<file path="config.mk">
export PLATFORM = sky130hd
export DESIGN_NAME = multicycle_control_fsm
export DESIGN_NICKNAME = d
export VERILOG_FILES = /design/src/rtl/multicycle_control_fsm.sv
export SDC_FILE = /design/constraint.sdc
export NUM_CORES = 1
export LEC_CHECK = 0
export CAP_MARGIN = 20
export CORE_MARGIN = 1
export CORE_UTILIZATION = 40
export CTS_CLUSTER_SIZE = 8
export DETAILED_ROUTE_END_ITERATION = 8
export PLACE_DENSITY = 0.73
export REMOVE_ABC_BUFFERS = 1
export SYNTH_ARGS = -nofsm -noshare
export SYNTH_HDL_FRONTEND = slang
export SYNTH_SLANG_ARGS = --single-unit
export TNS_END_PERCENT = 1
</file>
<file path="constraint.sdc">
create_clock -name clk -period 3.3 [get_ports clk]
set_input_delay 0.825 -clock clk [delete_from_list [all_inputs] [get_ports clk]]
set_output_delay 0.825 -clock clk [all_outputs]
set_load 0.005 [all_outputs]
</file>
<file path="src/rtl/multicycle_control_fsm.sv">
// multicycle_control_fsm: multi-cycle MIPS control unit sequencing fetch/decode/execute/mem/wb
//   Optional feature macro: CTRL_BNE_EN (adds bne, opcode 000101, taken on ~zero)
//   Ports: clk, reset (async, active-high); opcode (sampled in DECODE), zero, mem_ready in;
//   ir_write, pc_write, pc_src, iord, mem_read, mem_write, mem_to_reg, reg_dst, reg_write,
//   alu_src_a, alu_src_b, alu_op datapath controls; state (debug), illegal (sticky), retired count out.
module multicycle_control_fsm #(
    parameter int OPCODE_W = 6,
    parameter int ALUOP_W  = 3,
    parameter int RET_W    = 16
) (
    input  logic                clk,
    input  logic                reset,
    input  logic [OPCODE_W-1:0] opcode,
    input  logic                zero,
    input  logic                mem_ready,
    output logic                ir_write,
    output logic                pc_write,
    output logic [1:0]          pc_src,
    output logic                iord,
    output logic                mem_read,
    output logic                mem_write,
    output logic                mem_to_reg,
    output logic                reg_dst,
    output logic                reg_write,
    output logic                alu_src_a,
    output logic [1:0]          alu_src_b,
    output logic [ALUOP_W-1:0]  alu_op,
    output logic [3:0]          state,
    output logic                illegal,
    output logic [RET_W-1:0]    retired
);
    typedef enum logic [3:0] {
        fetch = 4'd0, decode = 4'd1, mem_addr = 4'd2, mem_rd = 4'd3, mem_wb = 4'd4,
        mem_wr = 4'd5, exec_r = 4'd6, r_wb = 4'd7, branch = 4'd8, jump = 4'd9,
        exec_i = 4'd10, i_wb = 4'd11, trap = 4'd12
    } state_t;
    localparam logic [OPCODE_W-1:0] op_r    = OPCODE_W'(6'b000000);
    localparam logic [OPCODE_W-1:0] op_j    = OPCODE_W'(6'b000010);
    localparam logic [OPCODE_W-1:0] op_beq  = OPCODE_W'(6'b000100);
    localparam logic [OPCODE_W-1:0] op_addi = OPCODE_W'(6'b001000);
    localparam logic [OPCODE_W-1:0] op_slti = OPCODE_W'(6'b001010);
    localparam logic [OPCODE_W-1:0] op_andi = OPCODE_W'(6'b001100);
    localparam logic [OPCODE_W-1:0] op_ori  = OPCODE_W'(6'b001101);
    localparam logic [OPCODE_W-1:0] op_lw   = OPCODE_W'(6'b100011);
    localparam logic [OPCODE_W-1:0] op_sw   = OPCODE_W'(6'b101011);
`ifdef CTRL_BNE_EN
    localparam logic [OPCODE_W-1:0] op_bne  = OPCODE_W'(6'b000101);
`endif
    localparam logic [ALUOP_W-1:0] alu_add = ALUOP_W'(0);
    localparam logic [ALUOP_W-1:0] alu_slt = ALUOP_W'(1);
    localparam logic [ALUOP_W-1:0] alu_fn  = ALUOP_W'(2);
    localparam logic [ALUOP_W-1:0] alu_and = ALUOP_W'(3);
    localparam logic [ALUOP_W-1:0] alu_or  = ALUOP_W'(4);
    localparam logic [ALUOP_W-1:0] alu_sub = ALUOP_W'(5);
    state_t cur, nxt;
    logic [OPCODE_W-1:0] op;
    assign state = cur;
    always_comb begin
        nxt = cur;
        case (cur)
            fetch:    nxt = mem_ready ? decode : fetch;
            decode:
                case (opcode)
                    op_r:                             nxt = exec_r;
                    op_addi, op_slti, op_andi, op_ori: nxt = exec_i;
                    op_lw, op_sw:                     nxt = mem_addr;
                    op_beq:                           nxt = branch;
`ifdef CTRL_BNE_EN
                    op_bne:                           nxt = branch;
`endif
                    op_j:                             nxt = jump;
                    default:                          nxt = trap;
                endcase
            exec_r:   nxt = r_wb;
            exec_i:   nxt = i_wb;
            mem_addr: nxt = (op == op_lw) ? mem_rd : mem_wr;
            mem_rd:   nxt = mem_ready ? mem_wb : mem_rd;
            mem_wr:   nxt = mem_ready ? fetch : mem_wr;
            r_wb, i_wb, mem_wb, branch, jump: nxt = fetch;
            trap:     nxt = trap;
            default:  nxt = trap;
        endcase
    end
    // Outputs decode the current state; reset forces them low so no strobe fires while aborting.
    always_comb begin
        ir_write   = 1'b0;
        pc_write   = 1'b0;
        pc_src     = 2'b00;
        iord       = 1'b0;
        mem_read   = 1'b0;
        mem_write  = 1'b0;
        mem_to_reg = 1'b0;
        reg_dst    = 1'b0;
        reg_write  = 1'b0;
        alu_src_a  = 1'b0;
        alu_src_b  = 2'b00;
        alu_op     = alu_add;
        if (!reset) begin
            case (cur)
                fetch: begin
                    mem_read  = 1'b1;
                    alu_src_b = 2'b01;
                    ir_write  = mem_ready;
                    pc_write  = mem_ready;
                end
                decode:   alu_src_b = 2'b11;
                exec_r: begin
                    alu_src_a = 1'b1;
                    alu_op    = alu_fn;
                end
                r_wb: begin
                    reg_dst   = 1'b1;
                    reg_write = 1'b1;
                end
                exec_i: begin
                    alu_src_a = 1'b1;
                    alu_src_b = 2'b10;
                    alu_op    = (op == op_slti) ? alu_slt : (op == op_andi) ? alu_and :
                                (op == op_ori) ? alu_or : alu_add;
                end
                i_wb:     reg_write = 1'b1;
                mem_addr: begin
                    alu_src_a = 1'b1;
                    alu_src_b = 2'b10;
                end
                mem_rd: begin
                    mem_read = 1'b1;
                    iord     = 1'b1;
                end
                mem_wb: begin
                    mem_to_reg = 1'b1;
                    reg_write  = 1'b1;
                end
                mem_wr: begin
                    mem_write = 1'b1;
                    iord      = 1'b1;
                end
                branch: begin
                    alu_src_a = 1'b1;
                    alu_op    = alu_sub;
                    pc_src    = 2'b01;
`ifdef CTRL_BNE_EN
                    pc_write  = (op == op_bne) ? ~zero : zero;
`else
                    pc_write  = zero;
`endif
                end
                jump: begin
                    pc_src   = 2'b10;
                    pc_write = 1'b1;
                end
                default: ;
            endcase
        end
    end
    always_ff @(posedge clk or posedge reset) begin
        if (reset) begin
            cur     <= fetch;
            op      <= '0;
            illegal <= 1'b0;
            retired <= '0;
        end else begin
            cur <= nxt;
            if (cur == decode) op <= opcode;
            if (nxt == trap) illegal <= 1'b1;
            // Only completing states ever return to fetch, so any re-entry retires one instruction.
            if (nxt == fetch && cur != fetch) retired <= retired + RET_W'(1);
        end
    end
endmodule

</file>
======== Yosys cells after proc, flatten, opt, wreduce, memory -nomap -nowiden ========
Cells that the tools add are included.
cells by class
  magnitude comparators ................... 0
  mux-type cells .......................... 33
  shift-type cells ........................ 0
  divide/modulo/power cells ............... 0
  reductions and logical operators ........ 13
  multipliers ............................. 0
  add/sub/neg operators ................... 1
  equality and inequality tests ........... 24
  bitwise gates (word level) .............. 0
operators with widths
  cell                                                 number
  equality test 6 x 4 -> 1 bit, second input constant  7
  case mux 4 bit (8 select lines)                      1
  2-to-1 mux 3 bit                                     7
  equality test 4 bit, second input constant           5
  case mux 4 bit (5 select lines)                      1
  equality test 6 bit, second input constant           3
  2-to-1 mux 1 bit                                     18
  adder 16 x 1 -> 16 bit, second input constant        1
  equality test 4 x 3 -> 1 bit, second input constant  4
  case mux 3 bit (3 select lines)                      1
  equality test 4 x 2 -> 1 bit, second input constant  2
  zero test 4 bit                                      2
  OR reduction 2 bit                                   4
  OR reduction 4 bit                                   2
  equality test 6 x 2 -> 1 bit, second input constant  1
  equality test 6 x 3 -> 1 bit, second input constant  1
  zero test 6 bit                                      1
  case mux 2 bit (3 select lines)                      1
  OR reduction 5 bit                                   1
  equality test 4 x 1 -> 1 bit, second input constant  1
  2-to-1 mux 2 bit                                     2
  case mux 2 bit (2 select lines)                      1
  nonzero test 4 bit                                   1
  case mux 1 bit (3 select lines)                      1
  other kinds (2)                                      2
storage, ports and cells
  word-level logic and storage cells ...... 75
  memories kept ........................... 0
  bits in latches ......................... 0
  input bits .............................. 10
  ROM bits ................................ 0
  output and inout port bits .............. 37
  RAM bits ................................ 0
  register bits ........................... 27

======== Logic depth before layout (Yosys ltp) ========
Gate-level depths: netlist of the first run.
  depth in word-level cells ............... 6
  mapped depth ............................ 8
  gate-level depth less buffers ........... 6

======== Worst setup path before layout of the first run ========
OpenSTA, ideal clock, no wires.
  kind .................................... input -> output
  start point ............................. input port reset
  end point ............................... output port pc_write
  data arrival time ....................... 2.207 ns
  stages on the path ...................... 5
  setup slack ............................. 0.268 ns
  cells stage by stage .................... clkbuf_1 > inv_1 > nand3_1 > nor3_1 > or2_2
on the way
  word-level cells in the longest chain between the ends .. 1
ends and longest elaborated chain
  item              RTL line  text
  from (decl)       12        input logic reset,
  2-to-1 mux 1 bit  98        if (!reset) begin
  to (decl)         17        output logic pc_write,
Every way passes these cells.

======== Worst setup path in the final report of the first run ========
Ends and elaborated chain as after synthesis.

==> flow_summary.yaml, run 1 <==
clock_tree:
  worstSkewPairLatency_ns: 0.27
  clock_path_buffers: 2
  numCtsBuffers: 3
  cts_max_level: 1
  cts_root_buffer: "clkbuf_8"
  post-cts-setup-buffers: 0
  tritoncts: "yes"
  cts_num_sinks: 27
  clkTransAtPathRegs_ns: 0.10
timing:
  fin_crit_sh_pct: 98.24
  rsz0062_at_grt: "false"
  hold_slack_ns: 0.4704
  max_freq_mhz: 308.5
  finalMaxSlewViolations: 0
  final.setup.tns_ns: 0
  finClkSkew_ns: 0.009625
  period_minus_slack_ns: 3.242
  slew_headroom_pct: 57.54
  worst_pin_slew_ns: 0.6369
  finalSetupViolations: 0
  hold_viol: 0
pwr:
  cellPowerDensity_nw_per_um2: 666.5
  switching_power_uw: 688.2
  clkPwrFrac_pct: 11.5
  vdd_ir_drop_max_uv: 292.5
  p_int_uw: 938.7
  comb_power_share_pct: 53.6
  p_leak_uw: 0.0009988
  power_frac_seq_pct: 34.9
  switching_share_pct: 42.30
grt:
  grt_util_all_layers_pct: 17.76
  grt-ovfl-total: 0
  grt_max_degree: 28
  grt_pass1_wl_um: 7279
  grt_antenna_before_repair: 0
  grt_pass1_vias: 1510
floorplanning:
  initial_core_util_pct: 42.38
  core-area_um2: 4414
  dieArea_um2: 4954
  fp-row-count: 24
  die_w_um: 70.39
  io_pins: 47
  die_y_um: 70.39
synth:
  yosys_warnings: 0
  synth_area_leaders: "dfrtp_1 36%, xor2_1 8.0%, nor4_2 4.7%"
  synthArstFlopShare_pct: 100.0
  synth_top_area_share_pct: 36.12
  syn-cell-area_um2: 1871
  ys.flop_type: "dfrtp_1"
  yosysMostFrequentCell: "dfrtp_1"
  synth_edf_count: 0
  synth_common_cells: "27 x dfrtp_1, 17 x xor2_1, 10 x nor2_1, 10 x nor3_1, 9 x nand2_1"
  ys_ff_latch: 27
  syn_inst: 191
  yosysTopAreaCell: "dfrtp_1"
  syn_avg_cell_area_um2: 9.793
  ys_types: 56
  ys_seq_area_share_pct: 36.12
setup_path:
  critical_path.max_stage_delay_ns: 0.56
  crit_type: "in -> out"
  cp-start-kind: "input port"
  worstPathMaxFanout: 5
  endpoint_kind: "output pin"
  cp_common_cell: "clkdlybuf4s50_1"
  crit_chain: "clkdlybuf4s50_1, inv_1, nand3_2, nor3_1, or2_2, clkdlybuf4s50_1"
  arrival_ns: 2.42
  crit_slowest_cell: "clkdlybuf4s50_1"
  cp.required_ns: 2.47
  r2r_cells: 6
final_layout:
  layout-drive-gt1-share_pct: 19.58
  fin_nets: 252
  n_fill_cell: 402
  n_antenna_cell: 0
  syn_to_final_growth_pct: 30.50
routing:
  wl_per_cell_um: 14.54
  firstDrtPassIters: 4
  routed_wl_um: 4246
  drt_iter0_drc: 116
  drc: 0
  ant_nets: 0
  viasPerCell: 5.493
  vias: 1604
place:
  place_hpwl_um: 3086
  gp_congestion: 0.7892
  portBuffers: 46
flow_run:
  drv_cap: 0
min_path:
  whs_path_depth: 1
  hold_class: "reg -> reg"
status:
  status: "complete, no violations"
path summary, 6_finish.rpt:
check | startpoint | to | slack, ns
setup / recovery | reset | pc_write | 0.06
hold / removal | retired[15]$_DFFE_PP0P_ | retired[15]$_DFFE_PP0P_ | 0.47
setup reg to reg | state[1]$_DFF_PP0_ | retired[1]$_DFFE_PP0P_ | 0.86
hold reg to reg | retired[15]$_DFFE_PP0P_ | retired[15]$_DFFE_PP0P_ | 0.47
max in group asynchronous | reset | retired[8]$_DFFE_PP0P_ | 1.91
min in group asynchronous | reset | state[0]$_DFF_PP0_ | 1.12
state kept, by name, indices dropped and copies added, names as in the netlist:
signal	count
op	6
illegal	1
state	4
retired	16
stage by stage:
| stage | cells | setup WS [ns] | util (%) | total power [uW] | instance area (um2) |
|---|---|---|---|---|---|
| after floorplan | 178 | 0.4781 | - | 1050 | 1768 |
| after global routing | 292 | 0.005609 | 55.30 | 1745 | 2441 |
| after CTS | 292 | 0.03040 | 55.05 | 1630 | 2430 |
| after detailed placement | 288 | 0.04320 | 54.00 | 1443 | 2384 |
| final | 292 | 0.05805 | 55.30 | 1627 | 2441 |
| after global placement | 288 | 0.08085 | 54.00 | 1428 | 2384 |
final cells by class:
type	count	area, um2	area share (%)
Tap cell	52	65.06	2.665
Sequential cell	27	675.6	27.68
Timing Repair Buffer	58	550.5	22.55
Clock inverter	1	5.005	0.2050
Clock buffer	3	41.29	1.691
Inverter	8	30.03	1.230
Multi-Input combinational cell	143	1074	43.98
layout by cell type, fill, tap and decap left out, types with 2 or more instances in the layout:
cell type         n
inv_1             7
nor4_1            7
o22ai_1           3
nand2_1           9
or2_2             4
buf_4            12
nand4_1           4
nor3_1           10
mux2_2            6
and4_1            4
xor2_1           17
nand3_1           6
nand4b_1          2
a21oi_1           8
clkdlybuf4s50_1  46
a211oi_1          2
a31oi_1           2
dfrtp_1          27
nand2b_1          3
clkbuf_8          3
o21ai_0           5
nor4_2            7
nor2_1           10
nand3_2           2
and3_1            5
o31ai_1           2
worst max-delay path: cells and delay by family:
family | cells | cell delay [ns]
buffers and inverters | 3 | 1.11
AND/OR/NAND/NOR | 3 | 0.48
routing by layer:
layer / up-vias / GRT usage [%] / part of all wire, %
li1: 801 / - / -
met1: 755 / 25.89 / 50
met2: 44 / 28.25 / 46
met3: 4 / 2.309 / 3.8
met4: 0 / 3.333 / 0.94
met5: - / 0 / 0
repair_timing:
action / in CTS / in global routing
setup endpoints to repair: 0 / 4
hold buffers: 0 / 0
resized for setup: 0 / 3
hold endpoints to repair: 0 / 0
cells by family after synthesis:
| group | Yosys count | synth area share (%) |
|---|---|---|
| simple gates | 86 | 30.57 |
| compound gates | 32 | 13.51 |
| flops | 27 | 36.12 |
| buf+inv | 21 | 7.089 |
| xor+xnor | 18 | 8.428 |
| mux | 6 | 3.612 |
| fa+ha+maj | 1 | 0.6688 |
power by group through the flow:
stage	clock [uW]	sequential, uW	combinational [uW]
after floorplan	0	555	495
after CTS	193	565	871
after global routing	207	588	950
after detailed placement	0	572	870
final	188	568	871
after global placement	0	569	859
No activity file was read; power rests on OpenSTA's default activity.
==> inputs of run 2 (changes only) <==
Settings changed: CTS_CLUSTER_DIAMETER set to 40.
==> results of run 2 <==
No change in the layout: final DEF, timing and power equal those of run 1.
==> RTL change: new RTL, settings of run 1 <==
The parameter `RET_W` goes from 16 to 20.
--- a/src/rtl/multicycle_control_fsm.sv
+++ b/src/rtl/multicycle_control_fsm.sv
@@ -6,7 +6,7 @@
 module multicycle_control_fsm #(
     parameter int OPCODE_W = 6,
     parameter int ALUOP_W  = 3,
-    parameter int RET_W    = 16
+    parameter int RET_W    = 20
 ) (
     input  logic                clk,
     input  logic                reset,
Ports: changed (resized retired); port bits go from 47 to 51. No check against the original RTL was run, so the function may have changed too.
==> RTL change against run 1 <==
Setup slack improved by 0.039 ns. Wire length rose by 7.6%. Count of clock-buffer cells in the layout increased by 4. Highest routed layer unchanged. Die area rose by 11%. Largest power group unchanged. Core utilization is 1.8 points higher. Total power grew 19%. Cell area grew 13%. Fmax grew 1.2%. Synthesized area grew 11%. Sequential cell count is 4 higher.
==> RTL change: results (changes against run 1) <==
* Static Leakage at 1.156 nW (was 0.9988 nW)
* Total CTS buffers at 5 (was 3)
* Peak supply drop at 0.0004393 V (was 0.0002925 V)
* Sequential-to-total area share from yosys stat at 0.3735 (was 0.3612)
* Drt initial violations at 133 (was 116)
* Met1 Use GR at 0.2664 (was 0.2589)
* Library cells used by synthesis at 57 (was 56)
* Comb group at 996 µW (was 871 µW)
* Routed wl met3 at 68 µm (was 163 µm)
* Clock-pin slew of the registers on the worst-case setup and hold paths at 0.06 ns (was 0.10 ns)
* Placed instance count at 322 (was 288)
* Mapped Cells at 205 (was 191)
* Post-Route WL at 4570 µm (was 4246 µm)
* Grt met3 use at 0.02846 (was 0.02309)
* Fill cell count at 419 (was 402)
* GRT Total Usage at 0.1830 (was 0.1776)
* DP HPWL at 3464 µm (was 3086 µm)
* Clock network contribution to total cell area at 0.03752 (was 0.01896)
* Met2 routed WL at 2160 µm (was 1937 µm)
* Non-clock inverter count at 9 (was 8)
* Reg power frac at 0.313 (was 0.349)
* R2R Setup Slk at 0.98 ns (was 0.86 ns)
* Max FFs per register at 20 (was 16)
* Pin count of the biggest net entering global routing at 32 (was 28)
* Worst slack at placement at 0.08811 ns (was 0.04320 ns)
* Clk_skew at 0.009683 ns (was 0.009625 ns)
* Xor-xnor portion of the synthesized cell area at 0.09699 (was 0.08428)
* Final #Nets at 273 (was 252)
* Reg area at 775.7 µm² (was 675.6 µm²)
* Multi-input gates at 153 (was 143)
* CLK BUF at 7 (was 3)
* Post-DP Area at 0.002664 mm² (was 0.002384 mm²)
* Routed vias/inst at 5.103 (was 5.493)
* Status: complete, no violations (unchanged)
* Slowest stage delay, CP at 0.53 ns (was 0.56 ns)
* Routability Congestion at 0.8210 (was 0.7892)
* Synth Area in Adders at 0.006024 (was 0.006689)
* H-tree depth at 2 (was 1)
* Top cells by area, synth: dfrtp_1 (37%), xor2_1 (7.2%), nor4_2 (4.2%) (was dfrtp_1 (36%), xor2_1 (8.0%), nor4_2 (4.7%))
* Synth top cells by count: dfrtp_1 (31), xor2_1 (17), nor2_1 (14) (was dfrtp_1 (27), xor2_1 (17), nor2_1 (10), nor3_1 (10), nand2_1 (9))
* P per Cell Area at 698.7 mW/mm² (was 666.5 mW/mm²)
* First-pass GRT wire length at 7721 µm (was 7279 µm)
* M1 wire length at 2309 µm (was 2104 µm)
* Worst EP arrival at 2.38 ns (was 2.42 ns)
* Met2 global-route usage at 0.2788 (was 0.2825)
* Seq_cells at 31 (was 27)
* Buffering overhead at 0.2134 (was 0.2255)
* Synth Warn # at 0 (unchanged)
* Final worst slack at 0.09724 ns (was 0.05805 ns)
* Layout cells sized above 1 at 0.2053 (was 0.1958)
* Fraction of area in multi-input gates at 0.4263 (was 0.4398)
RTL change: cell count changes after synthesis, sizes merged, moves of 4 or more:
| cell | change |
|---|---|
| nor4 | -6 |
| nor2b | +4 |
| a21oi | -4 |
| nor2 | +4 |
| dfrtp | +4 |
| nand2 | +4 |
| xnor2 | +5 |
RTL change: final timing paths:
| path | from | endpoint | cells after the start |
|---|---|---|---|
| max | reset | alu_op[0] | 5 |
| min | retired[19] | retired[19] | 1 |
| max reg2reg | state[2] | retired[7] | 8 |
| min reg2reg | retired[19] | retired[19] | 1 |
| max in group asynchronous | reset | state[2] | 4 |
| min in group asynchronous | reset | op[0] | 4 |
RTL change: metrics by stage:
stage,hold WS (ns),total power [mW]
global placement,0.4546,1.595
detailed placement,0.4548,1.609
global route,0.4818,2.074
finish,0.4687,1.934
CTS,0.4694,1.949
floorplan,0.4510,1.168
